File: src/rtl/noc_host_interface.sv
// noc_host_interface
// Host-side bridge for the NoC local port at router (0,0).
//   TX: host valid/ready stream -> packet FIFO -> 4-phase bundled-data
//       injection into the NoC IN channel.
//   RX: 4-phase bundled-data reception from the NoC OUT channel ->
//       packet FIFO -> host valid/ready stream.
// The two paths share only the clock and reset.
//
// Handshake semantics (host side, both directions): a transfer happens on
// a rising clock edge where valid and ready are both high. The TX side
// presents o_tx_ready from registered state only, so the host may hold
// i_tx_valid high and wait. On the RX side, o_rx_valid/o_rx_data stay
// stable until the edge where i_rx_ready is seen high.
//
// NoC side: 4-phase return-to-zero. Data is driven before the request
// rises and held until the acknowledge has risen. The incoming handshake
// signals are asynchronous to i_clk and each passes through SYNC_STAGES
// flops (SYNC_STAGES must be at least 2).
module noc_host_interface #(
  parameter int          WIDTH       = 39,
  parameter int          DEPTH       = 4,
  parameter logic [7:0]  SRC_ADDR    = 8'h00,
  parameter int          SYNC_STAGES = 2,
  localparam int         AW          = $clog2(DEPTH)
) (
  input  logic             i_clk,
  input  logic             i_reset,
  // host TX stream
  input  logic             i_tx_valid,
  output logic             o_tx_ready,
  input  logic [7:0]       i_tx_dst,
  input  logic [2:0]       i_tx_type,
  input  logic [19:0]      i_tx_payload,
  // NoC IN channel (we are the requester)
  output logic             o_noc_in_req,
  output logic [WIDTH-1:0] o_noc_in_data,
  input  logic             i_noc_in_ack,
  // NoC OUT channel (we are the acknowledger)
  input  logic             i_noc_out_req,
  input  logic [WIDTH-1:0] i_noc_out_data,
  output logic             o_noc_out_ack,
  // host RX stream
  output logic             o_rx_valid,
  input  logic             i_rx_ready,
  output logic [WIDTH-1:0] o_rx_data,
  // status
  output logic [AW:0]      o_tx_level,
  output logic [AW:0]      o_rx_level,
  output logic [15:0]      o_pkt_sent,
  output logic [15:0]      o_pkt_recv,
  // FSM state visibility for checkers
  output logic [1:0]       o_dbg_tx_state,
  output logic             o_dbg_rx_state
);

  typedef enum logic [1:0] {
    T_IDLE  = 2'd0,
    T_SETUP = 2'd1,
    T_REQ   = 2'd2,
    T_REL   = 2'd3
  } tx_state_t;

  typedef enum logic {
    R_IDLE = 1'b0,
    R_ACK  = 1'b1
  } rx_state_t;

  localparam logic [AW:0] PTR_ONE  = (AW+1)'(1);
  localparam logic [AW:0] LVL_FULL = (AW+1)'(DEPTH);
  localparam logic [15:0] CNT_ONE  = 16'd1;

  // ---------------------------------------------------------------------
  // Declarations
  // ---------------------------------------------------------------------
  tx_state_t        r_tx_state;
  rx_state_t        r_rx_state;

  logic [WIDTH-1:0] r_tx_mem [DEPTH];
  logic [AW:0]      r_tx_wptr;
  logic [AW:0]      r_tx_rptr;
  logic [AW:0]      w_tx_level;
  logic             w_tx_full;
  logic             w_tx_empty;
  logic             w_tx_push;
  logic             w_tx_pop;
  logic [WIDTH-1:0] w_tx_pkt;

  logic [WIDTH-1:0] r_rx_mem [DEPTH];
  logic [AW:0]      r_rx_wptr;
  logic [AW:0]      r_rx_rptr;
  logic [AW:0]      w_rx_level;
  logic             w_rx_full;
  logic             w_rx_empty;
  logic             w_rx_write;
  logic             w_rx_pop;

  logic [SYNC_STAGES-1:0] r_ack_sync;
  logic [SYNC_STAGES-1:0] r_req_sync;
  logic                   w_ack_s;
  logic                   w_req_s;

  logic             r_noc_in_req;
  logic [WIDTH-1:0] r_noc_in_data;
  logic             r_noc_out_ack;
  logic [15:0]      r_pkt_sent;
  logic [15:0]      r_pkt_recv;

  // ---------------------------------------------------------------------
  // Packet assembly: destination, our source address, type, payload
  // ---------------------------------------------------------------------
  assign w_tx_pkt = {i_tx_dst, SRC_ADDR, i_tx_type, i_tx_payload};

  // ---------------------------------------------------------------------
  // TX FIFO status. Pointers carry one extra wrap bit so that the
  // difference is the occupancy directly.
  // ---------------------------------------------------------------------
  assign w_tx_level = r_tx_wptr - r_tx_rptr;
  assign w_tx_full  = (w_tx_level == LVL_FULL);
  assign w_tx_empty = (r_tx_wptr == r_tx_rptr);
  // A pop on the same edge does not free a slot for a push while full.
  assign w_tx_push  = i_tx_valid && !w_tx_full;
  assign w_tx_pop   = (r_tx_state == T_IDLE) && !w_tx_empty;

  // TX FIFO storage write; contents need no reset because the pointers gate them
  always_ff @(posedge i_clk) begin
    if (w_tx_push) begin
      r_tx_mem[r_tx_wptr[AW-1:0]] <= w_tx_pkt;
    end
  end

  // TX FIFO pointers: host pushes, TX FSM pops when it loads a packet
  always_ff @(posedge i_clk or posedge i_reset) begin
    if (i_reset) begin
      r_tx_wptr <= '0;
      r_tx_rptr <= '0;
    end else begin
      if (w_tx_push) begin
        r_tx_wptr <= r_tx_wptr + PTR_ONE;
      end
      if (w_tx_pop) begin
        r_tx_rptr <= r_tx_rptr + PTR_ONE;
      end
    end
  end

  // ---------------------------------------------------------------------
  // Synchronizers for the two handshake inputs that come from the NoC
  // ---------------------------------------------------------------------
  // Shift each asynchronous handshake input through its flop chain
  always_ff @(posedge i_clk or posedge i_reset) begin
    if (i_reset) begin
      r_ack_sync <= '0;
      r_req_sync <= '0;
    end else begin
      r_ack_sync <= {r_ack_sync[SYNC_STAGES-2:0], i_noc_in_ack};
      r_req_sync <= {r_req_sync[SYNC_STAGES-2:0], i_noc_out_req};
    end
  end

  assign w_ack_s = r_ack_sync[SYNC_STAGES-1];
  assign w_req_s = r_req_sync[SYNC_STAGES-1];

  // ---------------------------------------------------------------------
  // TX FSM. Data is registered one full cycle before req rises and is
  // only reloaded from T_IDLE, so it is stable for the whole handshake.
  // ---------------------------------------------------------------------
  // Drive the NoC IN 4-phase handshake and count completed injections
  always_ff @(posedge i_clk or posedge i_reset) begin
    if (i_reset) begin
      r_tx_state    <= T_IDLE;
      r_noc_in_req  <= 1'b0;
      r_noc_in_data <= '0;
      r_pkt_sent    <= '0;
    end else begin
      case (r_tx_state)
        T_IDLE: begin
          if (!w_tx_empty) begin
            r_noc_in_data <= r_tx_mem[r_tx_rptr[AW-1:0]];
            r_tx_state    <= T_SETUP;
          end
        end
        T_SETUP: begin
          r_noc_in_req <= 1'b1;
          r_tx_state   <= T_REQ;
        end
        T_REQ: begin
          if (w_ack_s) begin
            r_noc_in_req <= 1'b0;
            r_tx_state   <= T_REL;
          end
        end
        T_REL: begin
          // Wait for the return-to-zero phase before the next packet.
          if (!w_ack_s) begin
            r_pkt_sent <= r_pkt_sent + CNT_ONE;
            r_tx_state <= T_IDLE;
          end
        end
        default: begin
          r_tx_state <= T_IDLE;
        end
      endcase
    end
  end

  // ---------------------------------------------------------------------
  // RX FIFO status
  // ---------------------------------------------------------------------
  assign w_rx_level = r_rx_wptr - r_rx_rptr;
  assign w_rx_full  = (w_rx_level == LVL_FULL);
  assign w_rx_empty = (r_rx_wptr == r_rx_rptr);
  // Accept only with room; otherwise the NoC sender is held by a low ack.
  assign w_rx_write = (r_rx_state == R_IDLE) && w_req_s && !w_rx_full;
  assign w_rx_pop   = !w_rx_empty && i_rx_ready;

  // RX FIFO storage write of the bundled NoC data while req is held
  always_ff @(posedge i_clk) begin
    if (w_rx_write) begin
      r_rx_mem[r_rx_wptr[AW-1:0]] <= i_noc_out_data;
    end
  end

  // RX FIFO pointers: RX FSM writes, host pops; both may happen together
  always_ff @(posedge i_clk or posedge i_reset) begin
    if (i_reset) begin
      r_rx_wptr <= '0;
      r_rx_rptr <= '0;
    end else begin
      if (w_rx_write) begin
        r_rx_wptr <= r_rx_wptr + PTR_ONE;
      end
      if (w_rx_pop) begin
        r_rx_rptr <= r_rx_rptr + PTR_ONE;
      end
    end
  end

  // ---------------------------------------------------------------------
  // RX FSM
  // ---------------------------------------------------------------------
  // Answer the NoC OUT 4-phase handshake and count completed receptions
  always_ff @(posedge i_clk or posedge i_reset) begin
    if (i_reset) begin
      r_rx_state    <= R_IDLE;
      r_noc_out_ack <= 1'b0;
      r_pkt_recv    <= '0;
    end else begin
      case (r_rx_state)
        R_IDLE: begin
          if (w_rx_write) begin
            r_noc_out_ack <= 1'b1;
            r_rx_state    <= R_ACK;
          end
        end
        R_ACK: begin
          if (!w_req_s) begin
            r_noc_out_ack <= 1'b0;
            r_pkt_recv    <= r_pkt_recv + CNT_ONE;
            r_rx_state    <= R_IDLE;
          end
        end
        default: begin
          r_rx_state <= R_IDLE;
        end
      endcase
    end
  end

  // ---------------------------------------------------------------------
  // Outputs
  // ---------------------------------------------------------------------
  assign o_tx_ready     = !w_tx_full;
  assign o_noc_in_req   = r_noc_in_req;
  assign o_noc_in_data  = r_noc_in_data;
  assign o_noc_out_ack  = r_noc_out_ack;
  assign o_rx_valid     = !w_rx_empty;
  assign o_rx_data      = r_rx_mem[r_rx_rptr[AW-1:0]];
  assign o_tx_level     = w_tx_level;
  assign o_rx_level     = w_rx_level;
  assign o_pkt_sent     = r_pkt_sent;
  assign o_pkt_recv     = r_pkt_recv;
  assign o_dbg_tx_state = r_tx_state;
  assign o_dbg_rx_state = r_rx_state;

endmodule

File: config.mk
export PLATFORM = sky130hd
export DESIGN_NAME = noc_host_interface
export DESIGN_NICKNAME = d
export VERILOG_FILES = /design/src/rtl/noc_host_interface.sv
export SDC_FILE = /design/constraint.sdc
export NUM_CORES = 1
export LEC_CHECK = 0
export ABC_AREA = 1
export BUFFER_PORTS_ARGS = -buffer_cell sky130_fd_sc_hd__buf_2
export CORE_MARGIN = 4
export CORE_UTILIZATION = 28
export CTS_BUF_LIST = sky130_fd_sc_hd__clkbuf_4
export DETAILED_ROUTE_END_ITERATION = 7
export GPL_TIMING_DRIVEN = 0
export SYNTH_ARGS = -nofsm -noshare
export SYNTH_HDL_FRONTEND = slang
export SYNTH_SLANG_ARGS = --single-unit
File: constraint.sdc
create_clock -name i_clk -period 4.4 [get_ports i_clk]
set_input_delay 0.44 -clock i_clk [delete_from_list [all_inputs] [get_ports i_clk]]
set_output_delay 0.44 -clock i_clk [all_outputs]
set_load 0.02 [all_outputs]
==> results of run 1 <==
stage by stage:
stage / setup TNS [ps] / setup slack [ps] / power [mW] / utilization (%) / cell area, sq um
global placement: -74340 / -687 / 9.99 / 31.9 / 16500
floorplan: 0 / 857 / 8.19 / - / 14700
CTS: 0 / 1220 / 13.2 / 36.3 / 18700
global route: 0 / 1210 / 13.9 / 36.3 / 18700
finish: 0 / 1360 / 13.0 / 36.3 / 18700
detailed placement: 0 / 1690 / 10.2 / 32.4 / 16700
cells by family (layout without fill, tap and decap cells):
logic type	count (synthesis)	after routing	synth area share, %
buffers and inverters	123	565	3.88
adder cells (fa/ha/maj)	22	22	1.98
other	1	12	0.0256
AND/OR/NAND/NOR	496	496	14.1
XOR/XNOR	27	27	1.61
flip-flops	364	364	71.7
multiplexers	1	1	0.0768
AO/OA/AOI/OAI	184	184	6.62
layout make-up:
type	count	area, sq um	area share [%]
flip-flops and latches	364	10500	56.1
clock buffers	141	1060	5.65
well taps	680	851	4.54
multi-input cells	738	3660	19.5
repair buffers	274	1900	10.2
clock inverters	27	158	0.842
plain buffers	63	344	1.84
inverters	60	228	1.22
diodes	4	10.0	0.0535
path summary, 6_finish.rpt:
check	from	to	slack, ps	depth (start not counted)
min in group i_clk	i_noc_in_ack	r_ack_sync[0]$_DFF_PP0_	320	2
min reg2reg	r_req_sync[0]$_DFF_PP0_	r_req_sync[1]$_DFF_PP0_	350	0
max reg2reg	r_rx_wptr[0]$_DFFE_PP0P_	r_rx_mem[0][9]$_DFFE_PP_	1700	8
max	r_rx_rptr[1]$_DFFE_PP0P_	o_rx_valid	1360	5
max in group asynchronous	i_reset	r_rx_rptr[2]$_DFFE_PP0P_	3470	4
min	i_reset	o_noc_in_data[34]$_DFFE_PP0P_	270	3
worst reg2reg max path, cell delays in order (launching register included):
cell	delay (ps)
dfrtp_1	400
inv_1	110
ha_1	220
fa_1	480
nand2_1	80
nand3b_2	160
nand2_2	200
nor2_4	440
buf_12	280
routing by layer:
layer / up-vias / share of wire, % / track usage [%]
met5: - / 0 / 0
met4: 0 / 2.1 / 5.15
met3: 60 / 7.2 / 3.97
met2: 325 / 48 / 21.5
met1: 4931 / 42 / 16.2
li1: 5036 / - / -
state kept, by name, summed over array words and instances (netlist names), 16 cells and up:
| register | cells |
|---|---|
| o_pkt_sent | 16 |
| r_rx_mem | 156 |
| o_pkt_recv | 16 |
| o_noc_in_data | 31 |
| r_tx_mem | 124 |
power by group through the flow:
stage / Clock, mW / Combinational (mW) / Sequential (mW)
after CTS: 3.01 / 5.33 / 4.88
after global placement: 0 / 5.00 / 4.98
after floorplan: 0 / 3.03 / 5.16
after detailed placement: 0 / 5.25 / 4.95
final: 2.89 / 5.22 / 4.88
after global routing: 3.20 / 5.77 / 4.96
cells in the final DEF (no fill, tap or decap), types with 2 or more instances in the layout:
| cell | synthesis | final |
|---|---|---|
| and2_1 | 2 | 2 |
| buf_12 | 0 | 6 |
| buf_16 | 0 | 3 |
| buf_2 | 22 | 212 |
| buf_4 | 14 | 14 |
| buf_6 | 3 | 3 |
| clkbuf_1 | 19 | 19 |
| clkbuf_2 | 4 | 4 |
| clkbuf_4 | 0 | 141 |
| clkinv_1 | 0 | 18 |
| clkinv_2 | 0 | 2 |
| clkinv_4 | 0 | 2 |
| conb_1 | 1 | 8 |
| dfrtp_1 | 84 | 84 |
| diode_2 | 0 | 4 |
| dlygate4sd3_1 | 0 | 75 |
| edfxtp_1 | 280 | 280 |
| fa_1 | 2 | 2 |
| ha_1 | 20 | 20 |
| inv_1 | 56 | 54 |
| inv_2 | 4 | 6 |
| inv_6 | 0 | 2 |
| nand2_1 | 174 | 174 |
| nand2_2 | 3 | 3 |
| nand2_4 | 3 | 3 |
| nand3_1 | 56 | 56 |
| nand4_1 | 10 | 10 |
| nor2_1 | 230 | 223 |
| nor2_2 | 2 | 2 |
| nor2_4 | 2 | 9 |
| nor3_1 | 7 | 7 |
| nor3_2 | 2 | 2 |
| o21ai_0 | 128 | 128 |
| o21ai_1 | 17 | 17 |
| o22ai_1 | 39 | 39 |
| xnor2_1 | 13 | 13 |
| xor2_1 | 14 | 14 |
==> flow_metrics.env, run 1 <==
export IMPL_start_util_pct=28.4
export IMPL_post_cts_resize_count=0
export IMPL_synth_seq_area_share_pct=71.7
export IMPL_synthTopCellsByCount="edfxtp_1 (280), nor2_1 (230), nand2_1 (174), o21ai_0 (128), dfrtp_1 (84)"
export IMPL_port_buffers=190
export IMPL_num_vias=10400
export IMPL_area_growth_pct=27.7
export IMPL_status="complete, no violations"
export IMPL_cts_buffers=95
export IMPL_clk_latency_ps=810
export IMPL_die_w_um=237
export IMPL_netlist_area_sq_mm=0.0147
export IMPL_async_flop_share_pct=23.1
export IMPL_grt_pass1_vias=10700
export IMPL_relSlewSlack_pct=57.5
export IMPL_rsz0062_at_grt="no"
export IMPL_holdWs_ps=274
export IMPL_drv_slew=0
export IMPL_synth_cell_types=35
export IMPL_grt_pass1_wl_um=58300
export IMPL_path_class="register to primary output"
export IMPL_drcViolationCount=0
export IMPL_max_clock_freq_mhz=328
export IMPL_syn_area_per_cell_sq_um=12.0
export IMPL_fp_dieH_um=237
export IMPL_dr_pass1_iters=4
export IMPL_p_sw_share_pct=40.5
export IMPL_dp_cells=2104
export IMPL_yosys_warnings=0
export IMPL_synth_ff_type="edfxtp_1"
export IMPL_cp_slowest_cell="dfrtp_1"
export IMPL_synth_area_leader_cell="edfxtp_1"
export IMPL_combPwrFrac_pct=40.2
export IMPL_leakage_nw=7.63
export IMPL_min_period_over_period_pct=69.2
export IMPL_p_sw_mw=5.27
export IMPL_hold_viol=0
export IMPL_rows=83
export IMPL_post_cts_buffers=0
export IMPL_p_seq_share_pct=37.5
export IMPL_p_clk_share_pct=22.3
export IMPL_antenna_found_initial=3
export IMPL_cp_cell_sequence="inv_1, clkbuf_1, ha_1, nand4_1, buf_2"
export IMPL_cts_root_buf="clkbuf_4"
export IMPL_grtUsageTotal_pct=13.1
export IMPL_crit_family="buffers and inverters"
export IMPL_ios=199
export IMPL_start_kind="register"
export IMPL_worst_pin_slew_ps=638
export IMPL_syn_instance_count=1218
export IMPL_synth_seq_cells=364
export IMPL_via_per_inst=4.40
export IMPL_yosysMostFrequentCell="edfxtp_1"
export IMPL_worstPathArrival_ps=2600
export IMPL_p_int_mw=7.73
export IMPL_antenna_left=0
export IMPL_cp_required_ps=3960
export IMPL_drive_gt1_share_pct=25.3
export IMPL_synth_top_area_share_pct=57.4
export IMPL_cellPowerDensity_mw_per_mm2=694
export IMPL_final_cells=2351
export IMPL_coreArea_sq_mm=0.0516
export IMPL_place_gp_congestion=0.763
export IMPL_crit_fanout=10
export IMPL_wl_per_cell_um=15.8
export IMPL_setup_viol_count_final=0
export IMPL_clock_sinks=364
export IMPL_cpPeakStageDelay_ps=500
export IMPL_cts_hold_buf=75
export IMPL_cp_num_buf_inv=3
export IMPL_clockBufferDepth=3
export IMPL_post_dp_hpwl_um=24600
export IMPL_drt_first_iter_violations=587
export IMPL_die_area_sq_mm=0.0561
export IMPL_fill_cells=5093
export IMPL_endpoint_kind="primary output"
export IMPL_irDropWorstVdd_mv=0.377
export IMPL_nNetsFinal=1694
export IMPL_maxCapViolCount=0
export IMPL_fin_skew_ps=55.6
export IMPL_drt_total_wl_um=37100
export IMPL_period_minus_slack_ps=3040
export IMPL_hp_class="primary input to asynchronous set/reset pin"
export IMPL_cts_tree="done"
export IMPL_grt_max_degree=44
export IMPL_ys_top_cells_by_area="edfxtp_1 (57%), dfrtp_1 (14%), nor2_1 (5.9%)"
export IMPL_h_tree_depth=3
export IMPL_grt_overflow=0
export IMPL_synth_edf_count=280
export IMPL_clk_pin_slew_ps=70
(Power assumes the default switching activity.)
==> run 2: changes to the inputs <==
==> constraint.sdc (replaced) <==
create_clock -name i_clk -period 2.5 [get_ports i_clk]
set_input_delay 0.25 -clock i_clk [delete_from_list [all_inputs] [get_ports i_clk]]
set_output_delay 0.25 -clock i_clk [all_outputs]
set_load 0.02 [all_outputs]
==> run 2 against run 1 <==
The flow now finishes with violations (setup timing). Power is 97% higher. Wire length is 7.5% higher. Register-to-register slack worse by 1800 ps.
==> flow_metrics.env, run 2 (synthesis results as in run 1) <==
export IMPL_pre_cts_ws_ps=-699
export IMPL_grt_pass1_vias=11000
export IMPL_hold_viol=0
export IMPL_maxCapViolCount=0
export IMPL_die_w_um=237
export IMPL_setup_viol_count_final=115
export IMPL_violations="setup timing"
export IMPL_grt_pass1_wl_um=60700
export IMPL_totalNegativeSetupSlack_ps=-3990
export IMPL_mostFrequentLayoutCells="edfxtp_1 (280), nor2_1 (192), nand2_1 (172)"
export IMPL_rsz0062_at_grt="yes"
export IMPL_fin_skew_ps=58.8
export IMPL_crit_fanout=31
export IMPL_fin_area_sq_mm=0.0200
export IMPL_h_tree_depth=3
export IMPL_cp_slowest_cell="nor2_4"
export IMPL_ios=199
export IMPL_max_clock_freq_mhz=386
export IMPL_drv_slew=0
export IMPL_min_period_over_period_pct=104
export IMPL_largest_reg_flops=156
export IMPL_rows=83
export IMPL_coreArea_sq_mm=0.0516
export IMPL_period_minus_slack_ps=2590
export IMPL_antenna_left=0
export IMPL_cp_required_ps=2910
export IMPL_drt_first_iter_violations=634
export IMPL_start_kind="register"
export IMPL_dp_cells=2099
export IMPL_die_area_sq_mm=0.0561
export IMPL_final_cells=2397
export IMPL_post_dp_hpwl_um=23800
export IMPL_cp_cell_sequence="inv_2, ha_4, fa_2, nand2_2, inv_2, nand3_4, nand2_8, nor2_4"
export IMPL_cpPeakStageDelay_ps=820
export IMPL_cts_buffers=96
export IMPL_irDropWorstVdd_mv=0.748
export IMPL_drcViolationCount=0
export IMPL_port_buffers=190
export IMPL_drive_gt1_share_pct=32.7
export IMPL_crit_top_cell="inv_2"
export IMPL_worst_pin_slew_ps=1090
export IMPL_utilization_pct=38.8
export IMPL_cellPowerDensity_mw_per_mm2=1280
export IMPL_place_gp_congestion=0.805
export IMPL_cts_root_buf="clkbuf_4"
export IMPL_clk_latency_ps=840
export IMPL_leakage_nw=8.10
export IMPL_final_common_cell="edfxtp_1"
export IMPL_drt_total_wl_um=39900
export IMPL_worstPathArrival_ps=2990
export IMPL_area_growth_pct=36.6
export IMPL_status="finished, violations left"
export IMPL_num_vias=10800
export IMPL_grt_overflow=0
export IMPL_holdWs_ps=85.8
export IMPL_cts_tree="done"
export IMPL_total_power_mw=25.6
export IMPL_dr_pass1_iters=5
export IMPL_layout_setup_ws_ps=-88.3
export IMPL_fill_cells=4905
export IMPL_clockBufferDepth=3
export IMPL_grt_max_degree=45
export IMPL_hp_class="primary input to register"
export IMPL_relSlewSlack_pct=27.0
export IMPL_path_class="register to register"
export IMPL_clk_pin_slew_ps=60
export IMPL_fp_dieH_um=237
export IMPL_via_per_inst=4.51
export IMPL_antenna_found_initial=7
export IMPL_wl_per_cell_um=16.6
export IMPL_endpoint_kind="register"
export IMPL_grtUsageTotal_pct=13.6
export IMPL_start_util_pct=28.4
export IMPL_nNetsFinal=1730
export IMPL_placed_area_sq_mm=0.0166
export IMPL_clock_sinks=364
==> run 2: changes by cell type in the layout (fill, tap and decap cells not counted), moves of 8 or more <==
cell / change
o21ai_1: +32
buf_6: +32
o22ai_2: +19
o22ai_1: -22
buf_4: +31
buf_8: +9
o21ai_2: +15
buf_2: -43
o21ai_0: -48
clkbuf_1: -15
nor2_4: +25
nor2_1: -31
nor2_2: +8
==> run 2: what timing repair did <==
item,CTS,global route
pin swaps,18,28
hold buffers,77,0
buffers inserted,26,5
resized for setup,183,145
setup endpoints to repair,325,208
endpoints found under the hold margin,372,0
cloned,7,3
==> run 2: cell type report <==
class                   count  area, sq um  share of cell area [%]
clock inverters            32          150                   0.750
multi-input cells         740         4170                    20.8
clock buffers             142         1070                    5.32
repair inverters            2         15.0                  0.0750
repair buffers            307         2480                    12.4
diodes                      9         22.5                   0.112
well taps                 680          851                    4.25
flip-flops and latches    364        10500                    52.5
plain buffers              61          510                    2.55
inverters                  60          241                    1.21
==> run 2: routing by layer <==
layer | up-vias | wire length, um | global-route usage, %
li1 | 5117 | - | -
met1 | 5257 | 16400 | 16.8
met2 | 361 | 19600 | 22.8
met3 | 75 | 2910 | 3.77
met4 | 4 | 940 | 5.25
met5 | - | 28 | 0
==> run 2: path summary, 6_finish.rpt <==
path	slack, ps	endpoint	startpoint	cells past startpoint
hold reg to reg	350	r_ack_sync[1]$_DFF_PP0_	r_ack_sync[0]$_DFF_PP0_	0
max in group asynchronous	1190	o_noc_in_data[37]$_DFFE_PP0P_	i_reset	5
min in group asynchronous	650	o_pkt_sent[14]$_DFFE_PP0P_	i_reset	4
setup / recovery	-90	r_tx_mem[1][2]$_DFFE_PP_	r_tx_wptr[0]$_DFFE_PP0P_	8
setup reg to reg	-90	r_tx_mem[1][2]$_DFFE_PP_	r_tx_wptr[0]$_DFFE_PP0P_	8
hold / removal	90	r_req_sync[0]$_DFF_PP0_	i_noc_out_req	2
==> run 2: worst max-delay path: cells and delay by family (launching register included) <==
family                     cells  cell delay [ps]
DFF                            1              400
adders and majority gates      2              560
and+or+nand+nor                4             1080
buffers and inverters          2              120
==> run 2: report_power, final <==
| group | internal (mW) | total (mW) | switching [mW] |
|---|---|---|---|
| logic | 4.55 | 11.7 | 7.14 |
| clock network | 2.62 | 5.16 | 2.54 |
| registers | 8.06 | 8.70 | 0.640 |
==> run 3: changes to the inputs <==
--- a/config.mk
+++ b/config.mk
@@ -8,10 +8,11 @@
 export ABC_AREA = 1
 export BUFFER_PORTS_ARGS = -buffer_cell sky130_fd_sc_hd__buf_2
 export CORE_MARGIN = 4
-export CORE_UTILIZATION = 28
+export CORE_UTILIZATION = 54
 export CTS_BUF_LIST = sky130_fd_sc_hd__clkbuf_4
 export DETAILED_ROUTE_END_ITERATION = 7
 export GPL_TIMING_DRIVEN = 0
+export PLACE_DENSITY_LB_ADDON = 0.15
 export SYNTH_ARGS = -nofsm -noshare
 export SYNTH_HDL_FRONTEND = slang
 export SYNTH_SLANG_ARGS = --single-unit
==> run 3 against run 2 <==
Cell count down 15%. Clock skew up 3.8 ps. Sequential power down 1%. Hold slack better by 130 ps. Critical path type is now register to primary output. Largest cell class unchanged. Wire length down 11%. The run now ends clean. Clock-buffer cell count up 4. First-iteration DRC count up 46%. Via count down 1.4%. Power down 7.9%. Setup slack better by 150 ps.
==> flow_metrics.env, run 3 (synthesis results as in run 1) <==
export IMPL_drt_total_wl_um=35300
export IMPL_crit_fanout=4
export IMPL_final_cells=2042
export IMPL_path_class="register to primary output"
export IMPL_h_tree_depth=3
export IMPL_placed_area_sq_mm=0.0162
export IMPL_fp_dieH_um=173
export IMPL_start_kind="register"
export IMPL_worst_pin_slew_ps=591
export IMPL_clk_pin_slew_ps=60
export IMPL_pre_cts_ws_ps=-571
export IMPL_die_area_sq_mm=0.0298
export IMPL_maxCapViolCount=0
export IMPL_fin_area_sq_mm=0.0187
export IMPL_post_dp_hpwl_um=20700
export IMPL_cts_buffers=94
export IMPL_hold_viol=0
export IMPL_rows=60
export IMPL_coreArea_sq_mm=0.0268
export IMPL_port_buffers=190
export IMPL_num_vias=10700
export IMPL_worstPathArrival_ps=2190
export IMPL_relSlewSlack_pct=60.6
export IMPL_max_clock_freq_mhz=410
export IMPL_grt_overflow=0
export IMPL_dp_cells=1760
export IMPL_die_w_um=173
export IMPL_grtUsageTotal_pct=23.3
export IMPL_whs_path_depth=2
export IMPL_start_util_pct=54.7
export IMPL_mostFrequentLayoutCells="edfxtp_1 (280), nor2_1 (223), buf_2 (201)"
export IMPL_cellPowerDensity_mw_per_mm2=1260
export IMPL_min_period_over_period_pct=97.5
export IMPL_largest_reg_flops=156
export IMPL_drv_slew=0
export IMPL_place_gp_congestion=0.800
export IMPL_grt_pass1_wl_um=55700
export IMPL_nNetsFinal=1726
export IMPL_cp_required_ps=2250
export IMPL_rrSetupSlack_ps=120
export IMPL_holdWs_ps=220
export IMPL_clk_latency_ps=720
export IMPL_antenna_found_initial=2
export IMPL_grt_max_degree=65
export IMPL_layout_setup_ws_ps=61.9
export IMPL_area_growth_pct=27.6
export IMPL_wl_per_cell_um=17.3
export IMPL_cts_tree="done"
export IMPL_antenna_left=0
export IMPL_clockBufferDepth=3
export IMPL_totalNegativeSetupSlack_ps=0
export IMPL_via_per_inst=5.22
export IMPL_status="complete, no violations"
export IMPL_utilization_pct=69.8
export IMPL_drive_gt1_share_pct=28.8
export IMPL_irDropWorstVdd_mv=0.705
export IMPL_rsz0062_at_grt="yes"
export IMPL_leakage_nw=7.84
export IMPL_endpoint_kind="primary output"
export IMPL_setup_viol_count_final=0
export IMPL_period_minus_slack_ps=2440
export IMPL_grt_pass1_vias=10700
export IMPL_ios=199
export IMPL_worstRegToRegCells=7
export IMPL_fin_skew_ps=62.6
export IMPL_hp_class="primary input to register"
export IMPL_total_power_mw=23.5
export IMPL_cts_root_buf="clkbuf_4"
export IMPL_drt_first_iter_violations=926
export IMPL_dr_pass1_iters=5
export IMPL_fill_cells=1945
export IMPL_clock_sinks=364
export IMPL_drcViolationCount=0
export IMPL_final_common_cell="edfxtp_1"
-- run 3: cell types whose count changed in the layout (fill, tap and decap cells not counted), sizes merged --
cell and change:
diode -7, inv -1, nor2 +3, clkbuf +11, clkinvlp +2, bufinv +1
buf -11, clkinv -13, dlygate4sd3 -1
-- run 3: layout make-up --
class | count | area, sq um | area share [%]
Sequential cell | 364 | 10500 | 56.2
Clock buffer | 146 | 1100 | 5.86
Timing Repair inverter | 2 | 15.0 | 0.0803
Timing Repair Buffer | 300 | 2110 | 11.3
Clock inverter | 21 | 135 | 0.722
Antenna cell | 2 | 5.00 | 0.0268
Buffer | 63 | 394 | 2.11
Multi-Input combinational cell | 743 | 3770 | 20.2
Inverter | 60 | 234 | 1.25
Tap cell | 341 | 427 | 2.28
-- run 3: path summary, 6_finish.rpt --
path,from,endpoint
min in group asynchronous,i_reset,o_pkt_recv[4]$_DFFE_PP0P_
min reg2reg,r_ack_sync[0]$_DFF_PP0_,r_ack_sync[1]$_DFF_PP0_
max in group asynchronous,i_reset,r_tx_wptr[1]$_DFFE_PP0P_
min,i_noc_out_req,r_req_sync[0]$_DFF_PP0_
max reg2reg,r_rx_rptr[0]$_DFFE_PP0P_,r_rx_mem[2][9]$_DFFE_PP_
max,r_tx_wptr[0]$_DFFE_PP0P_,o_tx_level[2]
-- run 3: metal layers --
metal	track usage, %	share of wire (%)	routed length (um)
met3	5.62	7.9	2780
met5	0	0	0
met4	7.15	1.3	457
met1	31.9	42	14900
met2	37.5	49	17200
-- run 3: where the power goes --
group          internal (mW)  switching, mW
Clock                   2.77           2.32
Combinational           3.33           6.51
Sequential              8.04          0.559
Total                   14.1           9.39
-- run 3: critical path, stage by stage, from the launching register on --
cell and delay (ps):
dfrtp_1 360, inv_2 60, ha_2 190, fa_1 410
inv_1 70, nand2_1 90, and2_1 160, buf_2 170
-- run 3: what timing repair did --
item / 4_1_cts / 5_1_grt
buffers inserted: 23 / 7
gates cloned: 7 / 0
setup endpoints to repair: 298 / 53
gates resized for setup: 36 / 28
hold buffers: 76 / 0
pin swaps: 5 / 5
hold endpoints to repair: 372 / 0
